## config.mk

```make
export PLATFORM = sky130hd
export DESIGN_NAME = tt_dma_top
export DESIGN_NICKNAME = d
export VERILOG_FILES = /design/src/rtl/tt_dma_pkg.sv /design/src/rtl/tt_dma_core.sv /design/src/rtl/tt_dma_top.sv
export SDC_FILE = /design/constraint.sdc
export NUM_CORES = 1
export LEC_CHECK = 0
export CAP_MARGIN = 20
export CORE_ASPECT_RATIO = 0.5
export CORE_UTILIZATION = 50
export CTS_CLUSTER_SIZE = 25
export DETAILED_ROUTE_END_ITERATION = 7
export GPL_ROUTABILITY_DRIVEN = 1
export PLACE_DENSITY = 0.72
export SLEW_MARGIN = 30
export SYNTH_ARGS = -nofsm -noshare
export SYNTH_HDL_FRONTEND = slang
export SYNTH_SLANG_ARGS = --single-unit
```

## constraint.sdc

```tcl
create_clock -name clk -period 2.96 [get_ports clk]
set_input_delay 0.444 -clock clk [delete_from_list [all_inputs] [get_ports clk]]
set_output_delay 0.444 -clock clk [all_outputs]
set_load 0.005 [all_outputs]
```

## src/rtl/tt_dma_pkg.sv

```systemverilog
// Shared types and constants for the tt_dma byte-copy engine.
package tt_dma_pkg;

  localparam int DEPTH     = 8;
  localparam int BURST_LEN = 4;
  localparam int ADDR_W    = 3;
  localparam int DATA_W    = 8;
  localparam int CNT_W     = $clog2(BURST_LEN);

  // Memory content after reset, entry 0 is the leftmost character.
  localparam logic [DEPTH*DATA_W-1:0] RESET_TEXT = "ABCDEFGH";

  typedef enum logic [1:0] {
    IDLE,
    READ,
    WRITE,
    DONE
  } state_t;

  function automatic logic [DATA_W-1:0] reset_byte(input int idx);
    return RESET_TEXT[(DEPTH-1-idx)*DATA_W +: DATA_W];
  endfunction

endpackage

```

## src/rtl/tt_dma_core.sv

```systemverilog
// DMA core: command latch, read/write FSM, burst counter and the private memory.
module dma_core
  import tt_dma_pkg::*;
(
  input  logic              clk,
  input  logic              rst_n,
  input  logic              ena,
  input  logic              start,
  input  logic [ADDR_W-1:0] src,
  input  logic [ADDR_W-1:0] dst,
  input  logic              mode,
  output logic              done,
  output logic [6:0]        data_out
);

  state_t              state;
  state_t              next_state;
  logic [DATA_W-1:0]   mem [DEPTH];
  logic [DATA_W-1:0]   rd_buf;
  logic [CNT_W-1:0]    counter;
  logic [ADDR_W-1:0]   src_q;
  logic [ADDR_W-1:0]   dst_q;
  logic                mode_q;
  logic [ADDR_W-1:0]   rd_addr;
  logic [ADDR_W-1:0]   wr_addr;
  logic                last_word;

  // Addresses wrap modulo DEPTH simply by truncating to ADDR_W bits.
  assign rd_addr   = src_q + ADDR_W'(counter);
  assign wr_addr   = dst_q + ADDR_W'(counter);
  assign last_word = !mode_q || (counter == CNT_W'(BURST_LEN - 1));

  // State register.
  always_ff @(posedge clk) begin
    // NOTE: sequential state uses non-blocking assignments so every flop samples pre-edge values.
    if (!rst_n) state <= IDLE;
    else        state <= next_state;
  end

  // Next-state logic; start is only looked at in IDLE.
  always_comb begin
    // NOTE: default assigned first so no path leaves next_state unassigned (no latch).
    next_state = state;
    case (state)
      IDLE:    if (ena && start) next_state = READ;
      READ:    next_state = WRITE;
      WRITE:   next_state = last_word ? DONE : READ;
      DONE:    next_state = IDLE;
      default: next_state = IDLE;
    endcase
  end

  // Datapath: command latch, memory copy, counter and registered outputs.
  always_ff @(posedge clk) begin
    if (!rst_n) begin
      // NOTE: the memory is reset on purpose; reset restores the "ABCDEFGH" image.
      for (int i = 0; i < DEPTH; i++) mem[i] <= reset_byte(i);
      rd_buf   <= '0;
      counter  <= '0;
      src_q    <= '0;
      dst_q    <= '0;
      mode_q   <= 1'b0;
      done     <= 1'b0;
      data_out <= '0;
    end else begin
      done <= (state == DONE);
      case (state)
        IDLE: begin
          if (ena && start) begin
            src_q   <= src;
            dst_q   <= dst;
            mode_q  <= mode;
            counter <= '0;
          end
        end
        READ:  rd_buf <= mem[rd_addr];
        WRITE: begin
          mem[wr_addr] <= rd_buf;
          data_out     <= rd_buf[6:0];
          if (!last_word) counter <= counter + CNT_W'(1);
        end
        default: ;
      endcase
    end
  end

endmodule

```

## src/rtl/tt_dma_top.sv

```systemverilog
// Tiny Tapeout wrapper: maps pad-ring pins onto dma_core and ties off the uio bus.
module tt_dma_top
  import tt_dma_pkg::*;
(
  input  logic       clk,
  input  logic       rst_n,
  input  logic       ena,
  input  logic [7:0] ui_in,
  output logic [7:0] uo_out,
  input  logic [7:0] uio_in,
  output logic [7:0] uio_out,
  output logic [7:0] uio_oe
);

  logic       done;
  logic [6:0] data_out;
  logic       unused_uio;

  assign unused_uio = ^uio_in;

  dma_core dma_core (
    .clk      (clk),
    .rst_n    (rst_n),
    .ena      (ena),
    .start    (ui_in[7]),
    .src      (ui_in[6:4]),
    .dst      (ui_in[3:1]),
    .mode     (ui_in[0]),
    .done     (done),
    .data_out (data_out)
  );

  assign uo_out  = {done, data_out};
  assign uio_out = 8'h00;
  assign uio_oe  = 8'h00;

endmodule

```

# Word level (Yosys, flattened, before mapping)
# Memory sizes are Yosys's and may differ from the RTL's. A register that Yosys moved wholly into a read port is not among the register bits.
# Cells that the tools add are included.
[classes]
n_reduce_logical = 9
eq_ne = 6
n_mux = 13
n_addsub = 3
[ops]
columns = ["cell", "count"]
rows = [
  ["$mux 2", 4],
  ["$mux 8", 1],
  ["$pmux 2 s4", 1],
  ["$reduce_or 8->1", 1],
  ["$add 3x2->3", 2],
  ["$eq 2x2->1 const B", 3],
  ["$mux 1", 5],
  ["$pmux 2 s2", 1],
  ["$mux 3", 1],
  ["$reduce_and 3->1", 1],
  ["$add 2x1->2 const B", 1],
  ["$eq 2x1->1 const B", 1],
  ["$logic_not 1->1", 2],
  ["$logic_not 2->1", 1],
  ["$ne 2x1->1 const B", 1],
  ["$ne 2x2->1 const B", 1],
  ["$reduce_and 2->1", 1],
  ["$reduce_bool 2->1", 1],
  ["$logic_and 1x1->1", 1],
  ["$logic_or 1x1->1", 1],
]
[word_totals]
word_cells = 39
memories = 1
regBits = 19
input_bits = 19
mem_bits_rw = 64
output_inout_bits = 24
[mem_list]
columns = ["name", "words", "word_bits", "rd", "rd_clocked_by_memory_dff", "write_ports", "line", "rtl"]
rows = [
  ["dma_core.mem", 8, 8, 1, 1, 8, "tt_dma_core.sv:18", "logic [DATA_W-1:0] mem [DEPTH];"],
]

# Longest topological paths before layout
# Gate-level depths: netlist of the first run.
[depth]
ltp_word = 6
mapped_depth = 7
mapped_depth_nobuf = 6

# Cells and area by module
# Synthesis of the first run repeated with hierarchy kept, for this count alone.
[hier_totals]
hier_cells = 304
area_unflattened_um2 = 3764.9
[by_module_without_submodules]
columns = ["module", "cells_each", "instances", "seq_area_each_um2", "area_per_inst_um2"]
rows = [
  ["dma_core", 286, 1, 2202.1, 3633.5],
  ["tt_dma_top", 18, 1, 0.0, 131.4],
]

# Worst setup path before layout of the first run
# No wires, ideal clock.
[synth_path]
kind = "flip-flop to flip-flop"
start = "reg dma_core.counter[0]"
end = "mem dma_core.mem[5][0], enable pin"
synth_period_minus_slack_ns = 2.454
stages_incl_launch_ff = 8
t_required_ns = 2.579
arrival_time_ns = 2.073
setup_time_ns = 0.381
setup_slack_ns = 0.506
n_path_buf = 1
cell_sequence = "dfxtp_1 ha_1 inv_1 fa_1 xnor2_2 nand2_1 clkbuf_1 o21ai_0"
[synth_lines]
columns = ["element", "line", "rtl"]
rows = [
  ["start, declared", "tt_dma_core.sv:20", "logic [CNT_W-1:0] counter;"],
  ["start signal, assigned", "tt_dma_core.sv:80", "if (!last_word) counter <= counter + CNT_W'(1);"],
  ["end, declared", "tt_dma_core.sv:18", ""],
]

==> results of run 1 <==
synthesized netlist by cell type:
cell and count:
nand3_1 1, fa_1 2, mux4_2 14, nand2b_1 3, buf_6 3, xnor2_2 1, nor3b_1 1, nand4bb_1 3
nand4b_1 1, ha_1 3, and2b_1 1, dfxtp_1 26, buf_2 5, nor2_1 32, or2_1 1, clkbuf_1 11
xor2_2 1, a21oi_1 9, and3_1 10, and4b_1 1, buf_4 17, and2_1 1, conb_1 1, edfxtp_1 56
o21ai_0 15, nand4_1 1, and4bb_2 1, mux2i_1 14, nand2_1 34, inv_1 6, or3_1 9, nor2b_1 10
o21a_1 2, a21boi_0 8
power groups by stage:
stage | combinational, mW | sequential (mW) | clock [mW]
floorplan | 0.146 | 1.29 | 0
global route | 0.201 | 1.29 | 1.30
finish | 0.184 | 1.28 | 1.24
detailed placement | 0.181 | 1.31 | 0
global placement | 0.178 | 1.30 | 0
CTS | 0.184 | 1.28 | 1.25
metrics by stage:
step	utilization	total power [mW]
after CTS	0.622	2.71
after detailed placement	0.574	1.49
after global routing	0.622	2.79
after global placement	0.574	1.48
after floorplan	-	1.44
final	0.622	2.71
worst max-delay path, stage by stage (launching register included):
cell	delay, ns
dfxtp_1	0.40
ha_1	0.18
inv_1	0.05
fa_1	0.40
xnor2_2	0.30
nand2b_1	0.33
o21ai_0	0.40
buf_4	0.21
logic make-up after synthesis:
| logic type | after synthesis | share of synthesized area |
|---|---|---|
| fa+ha+maj | 5 | 0.0206 |
| mux | 28 | 0.121 |
| other cells | 1 | 0.000995 |
| flops | 82 | 0.584 |
| buf+inv | 42 | 0.0664 |
| simple gates | 110 | 0.146 |
| compound gates | 34 | 0.0518 |
| xor+xnor | 2 | 0.00863 |
worst min-delay path by stage:
stage	slack (ns)	to	from	cells past startpoint
after floorplan	0.46	dma_core.data_out[0]	dma_core.data_out[0]	2
after global placement	0.45	dma_core.data_out[2]	dma_core.data_out[2]	2
after detailed placement	0.46	dma_core.data_out[6]	dma_core.data_out[6]	2
after CTS	0.47	dma_core.data_out[0]	dma_core.data_out[0]	2
after global routing	0.49	dma_core.data_out[0]	dma_core.data_out[0]	2
final	0.47	dma_core.data_out[6]	dma_core.data_out[6]	2
final cells by class:
| class | count | area (um^2) |
|---|---|---|
| clock buffer | 10 | 229 |
| clock inverter | 6 | 106 |
| fill | 553 | 2640 |
| inverter | 6 | 22.5 |
| multi-input combinational | 195 | 1370 |
| sequential | 82 | 2200 |
| tap | 92 | 115 |
| timing repair buffer | 34 | 300 |
layer usage:
| layer | part of all wire | track usage |
|---|---|---|
| met1 | 0.44 | 0.277 |
| met2 | 0.47 | 0.343 |
| met3 | 0.083 | 0.0680 |
| met4 | 0.013 | 0.0741 |
| met5 | 0 | 0 |
sequential cells by signal, summed over array words and instances (netlist names):
register and count:
dma_core.rd_buf 7, dma_core.done 1, dma_core.dst_q 3, dma_core.counter 2, dma_core.mode_q 1, dma_core.state 2
dma_core.data_out 7, dma_core.mem 56, dma_core.src_q 3
==> reports/qor.yml, run 1 <==
numCtsBuffers: 9
hold_slack_ns: 0.466
r2r-start: "dma_core.counter[0]"
nNetsFinal: 352
seqPwrFrac: 0.474
setup-tns-final_ns: 0
synthCells: 304
p_per_area_mw_per_mm2: 623
r2r_slack_ns: 0.40
synth_area_leader_cell: "edfxtp_1"
wirelength_mm: 7.61
start_util: 0.539
rr_worst_depth: 7
coreArea_mm2: 0.00699
routabilityCongestion: 0.837
p_sw_mw: 0.553
crit_start: "dma_core.counter[0]"
crit_type: "flip-flop to flip-flop"
diodes: 0
critPathRequiredTime_ns: 3.00
cts_tree: "done"
synth_seq_cells: 82
synth_area_mm2: 0.00377
grt-ovfl-total: 0
cp.arrival_ns: 2.61
critPathMaxFanout: 11
fin_cells: 425
setup_viol: 0
mostFrequentLayoutCells: "56 x edfxtp_1, 34 x nand2_1, 32 x nor2_1, 26 x dfxtp_1, 18 x clkdlybuf4s50_1"
place_area_mm2: 0.00401
first_global_vias: 2341
clock_skew_ns: 0.00657
insertion_delay_ns: 0.33
cts_setup_buffers: 0
syn_area_per_cell_um2: 12.4
hp-class: "flip-flop to flip-flop"
drc_errors: 0
power_frac_comb: 0.068
layout-drive-gt1-share: 0.141
clkTransAtPathRegs_ns: 0.06
ys_types: 34
dp.cells: 409
critPathCaptureType: "flip-flop"
dp_hpwl_mm: 5.21
cts_hold_buffers: 0
clockBufferDepth: 2
endpoint: "dma_core.mem[7][2]"
tightest_slew_ns: 0.620
status: "finished, final reports clean"
power.share.clock: 0.458
clock-sinks: 82
final_common_cell: "edfxtp_1"
io_pins: 43
synth-seq-area-share: 0.584
cts_root_buf: "clkbuf_16"
p_sw_frac: 0.204
row_count: 21
die_area_mm2: 0.00791
fin_ws_ns: 0.397
vias: 2384
first_pass_iters: 5
slew-limit-headroom: 0.587
p_int_mw: 2.16
dpl_worst_slack_ns: 0.493
grt_pass1_wl_mm: 12.4
ir_worst_vdd_v: 0.000377
die_w_um: 125
antenna_left: 0
power.leakage_nw: 1.56
cp-start-kind: "flip-flop"
synthTopCellsByArea: "edfxtp_1 45%, dfxtp_1 14%, mux4_2 8.4%"
wl_per_cell_um: 17.9
fin_crit_ns: 2.56
post_cts_resized: 0
grt_max_degree: 37
grt_usage: 0.214
period_share: 0.866
fmax_mhz: 390
drt_iter0_drc: 190
drv_slew: 0
area_growth_pct: 15.4
yosysTopAreaCellShare: 0.446
dieHeight_um: 63.4
postLayoutCellArea_mm2: 0.00435
antenna_found_initial: 0
r2r_end: "dma_core.mem[7][2]"
cap_violations: 0
vias_per_cell: 5.61
htreeDepth: 3
hold_viol: 0
io_buffer_count: 18
rsz0062_at_grt: "false"
ys_warn_count: 0
Power figures use the tool's default switching activity.
==> run 2: changes to the inputs <==
--- a/config.mk
+++ b/config.mk
@@ -7,11 +7,11 @@
 export LEC_CHECK = 0
 export CAP_MARGIN = 20
 export CORE_ASPECT_RATIO = 0.5
-export CORE_UTILIZATION = 50
+export CORE_MARGIN = 2
+export CORE_UTILIZATION = 30
 export CTS_CLUSTER_SIZE = 25
 export DETAILED_ROUTE_END_ITERATION = 7
 export GPL_ROUTABILITY_DRIVEN = 1
-export PLACE_DENSITY = 0.72
 export SLEW_MARGIN = 30
 export SYNTH_ARGS = -nofsm -noshare
 export SYNTH_HDL_FRONTEND = slang
==> reports/qor.yml, run 2 (synthesized netlist as in run 1, its figures left out) <==
routed.top_layer: "met4"
r2r_slack_ns: 0.35  # -0.05 ns
cp_slowest_stage_delay_ns: 0.41  # about the same
area_growth_pct: 17.4
start_util: 0.314  # -0.226
largest_register_ffs: 56  # unchanged
worstHoldStart: "dma_core.data_out[2]"
p_int_mw: 2.01  # -6.6%
row_count: 28  # +33%
layout-drive-gt1-share: 0.152  # +0.0106
cts_hold_buffers: 0  # unchanged
drt_iter0_drc: 186  # -2.1%
clock_skew_ns: 0.00405  # -0.00252 ns
cp-start-kind: "flip-flop"
ir_worst_vdd_v: 0.000302  # -20%
nNetsFinal: 355  # +0.85%
total_power_mw: 2.57  # -5.1%
vias_per_cell: 4.55  # -19%
clock-sinks: 82  # unchanged
endpoint: "dma_core.mem[7][2]"
hold_viol: 0  # unchanged
antenna_left: 0  # unchanged
grt_pass1_wl_mm: 12.3  # -0.73%
critPathCaptureType: "flip-flop"
slew-limit-headroom: 0.597  # +0.0104
p_per_area_mw_per_mm2: 581  # -6.8%
rr_worst_depth: 7  # unchanged
antenna_found_initial: 0  # unchanged
grt_usage: 0.120  # -0.0941
first_global_vias: 2264  # -3.3%
drv_slew: 0  # unchanged
dp_hpwl_mm: 5.37  # +3.1%
wl_met3_um: 511  # -19%
post_cts_resized: 0  # unchanged
numCtsBuffers: 9  # unchanged
largest_register: "dma_core.mem"
mostFrequentLayoutCells: "56 x edfxtp_1, 34 x nand2_1, 32 x nor2_1, 26 x dfxtp_1, 19 x buf_4"
hold_slack_ns: 0.461  # -0.00542 ns
routabilityCongestion: 0.770  # -8.1%
setup_viol: 0  # unchanged
wl_met2_mm: 3.51  # -1.5%
fmax_mhz: 383  # -1.9%
slowest_stage: "dfxtp_1"
final_common_cell: "edfxtp_1"
grt-ovfl-total: 0  # unchanged
die_area_mm2: 0.0135  # +71%
diodes: 0  # unchanged
clockBufferDepth: 2  # unchanged
period_share: 0.882  # +0.0165
cts_root_buf: "clkbuf_16"
critPathMaxFanout: 11  # unchanged
drc_errors: 0  # unchanged
coreArea_mm2: 0.0120  # +72%
cp_cell_sequence: "ha_1 -> inv_1 -> fa_1 -> xnor2_2 -> nand2b_1 -> o21ai_0 -> buf_4"
cp.arrival_ns: 2.65  # +0.04 ns
hp-class: "flip-flop to flip-flop"
htreeDepth: 3  # unchanged
io_pins: 43  # unchanged
wirelength_mm: 7.69  # +0.95%
seqPwrFrac: 0.499  # +0.025
insertion_delay_ns: 0.33  # about the same
vias: 2280  # -4.4%
wl_per_cell_um: 15.3  # -14%
power.leakage_nw: 1.56  # -0.21%
cts_tree: "done"
r2r-start: "dma_core.counter[0]"
final_core_util: 0.368  # -0.254
p_sw_mw: 0.557  # +0.65%
die_w_um: 163  # +30%
m1WireLength_mm: 3.54  # +6.6%
crit_type: "flip-flop to flip-flop"
setup-tns-final_ns: 0  # unchanged
r2r_end: "dma_core.mem[7][2]"
dp.cells: 485  # +19%
rsz0062_at_grt: "false"
io_buffer_count: 18  # unchanged
power.share.clock: 0.428  # -0.030
first_pass_iters: 5  # unchanged
grt_max_degree: 24  # -35%
fin_cells: 501  # +18%
cts_setup_buffers: 0  # unchanged
tightest_slew_ns: 0.604  # -0.0156 ns
dieHeight_um: 83.3  # +31%
critPathRequiredTime_ns: 3.00  # about the same
reg_top3: "dma_core.mem x56, dma_core.data_out x7, dma_core.rd_buf x7"
crit_start: "dma_core.counter[0]"
fin_crit_ns: 2.61  # +0.0488 ns
clkTransAtPathRegs_ns: 0.06  # about the same
power_frac_comb: 0.073  # +0.005
cap_violations: 0  # unchanged
p_sw_frac: 0.217  # +0.0125
status: "finished, final reports clean"
-- run 2: cell count changes in the layout (fill, tap and decap cells not counted), sizes merged --
cell      before  now
buf           16   19
bufinv         3    1
clkbuf        10   11
clkinvlp       1    2
-- run 2: power by group through the flow --
stage	Combinational (mW)	Sequential [mW]	Clock [mW]
3_3_place_gp	0.188	1.31	0
4_1_cts	0.190	1.28	1.12
5_1_grt	0.207	1.29	1.17
2_1_floorplan	0.146	1.29	0
3_5_place_dp	0.189	1.31	0
6_report	0.188	1.28	1.10
-- run 2: worst min-delay path by stage --
stage	slack [ns]	endpoint	cells after the start
2_1_floorplan	0.46	dma_core.data_out[0]	2
3_3_place_gp	0.46	dma_core.data_out[2]	2
3_5_place_dp	0.46	dma_core.data_out[2]	2
4_1_cts	0.47	dma_core.data_out[2]	2
5_1_grt	0.50	dma_core.data_out[1]	2
6_report	0.46	dma_core.data_out[2]	2
-- run 2: area by class of cell --
class / instances / area (um^2)
fillers: 1166 / 7590
flip-flops and latches: 82 / 2200
multi-input cells: 195 / 1370
repair buffers: 37 / 323
clock buffers: 11 / 243
well taps: 165 / 206
clock inverters: 5 / 55.1
inverters: 6 / 22.5
-- run 2: critical path, delay by kind of cell, from the launching register on --
family / cells / cell delay, ns
xor+xnor: 1 / 0.32
simple gates: 1 / 0.35
flops: 1 / 0.41
fa+ha+maj: 2 / 0.58
compound gates: 1 / 0.39
buf+inv: 2 / 0.26
-- run 2: routing by layer --
metal,global-route usage,up-vias
li1,-,1103
met1,0.160,1094
met2,0.192,72
met3,0.0265,11
met4,0.0459,0
met5,0,-
-- run 2: metrics by stage --
stage | setup slack (ns) | area, um^2
after floorplan | 0.506 | 3820
after global placement | 0.431 | 4130
after detailed placement | 0.382 | 4130
after CTS | 0.362 | 4420
after global routing | 0.146 | 4420
final | 0.348 | 4420
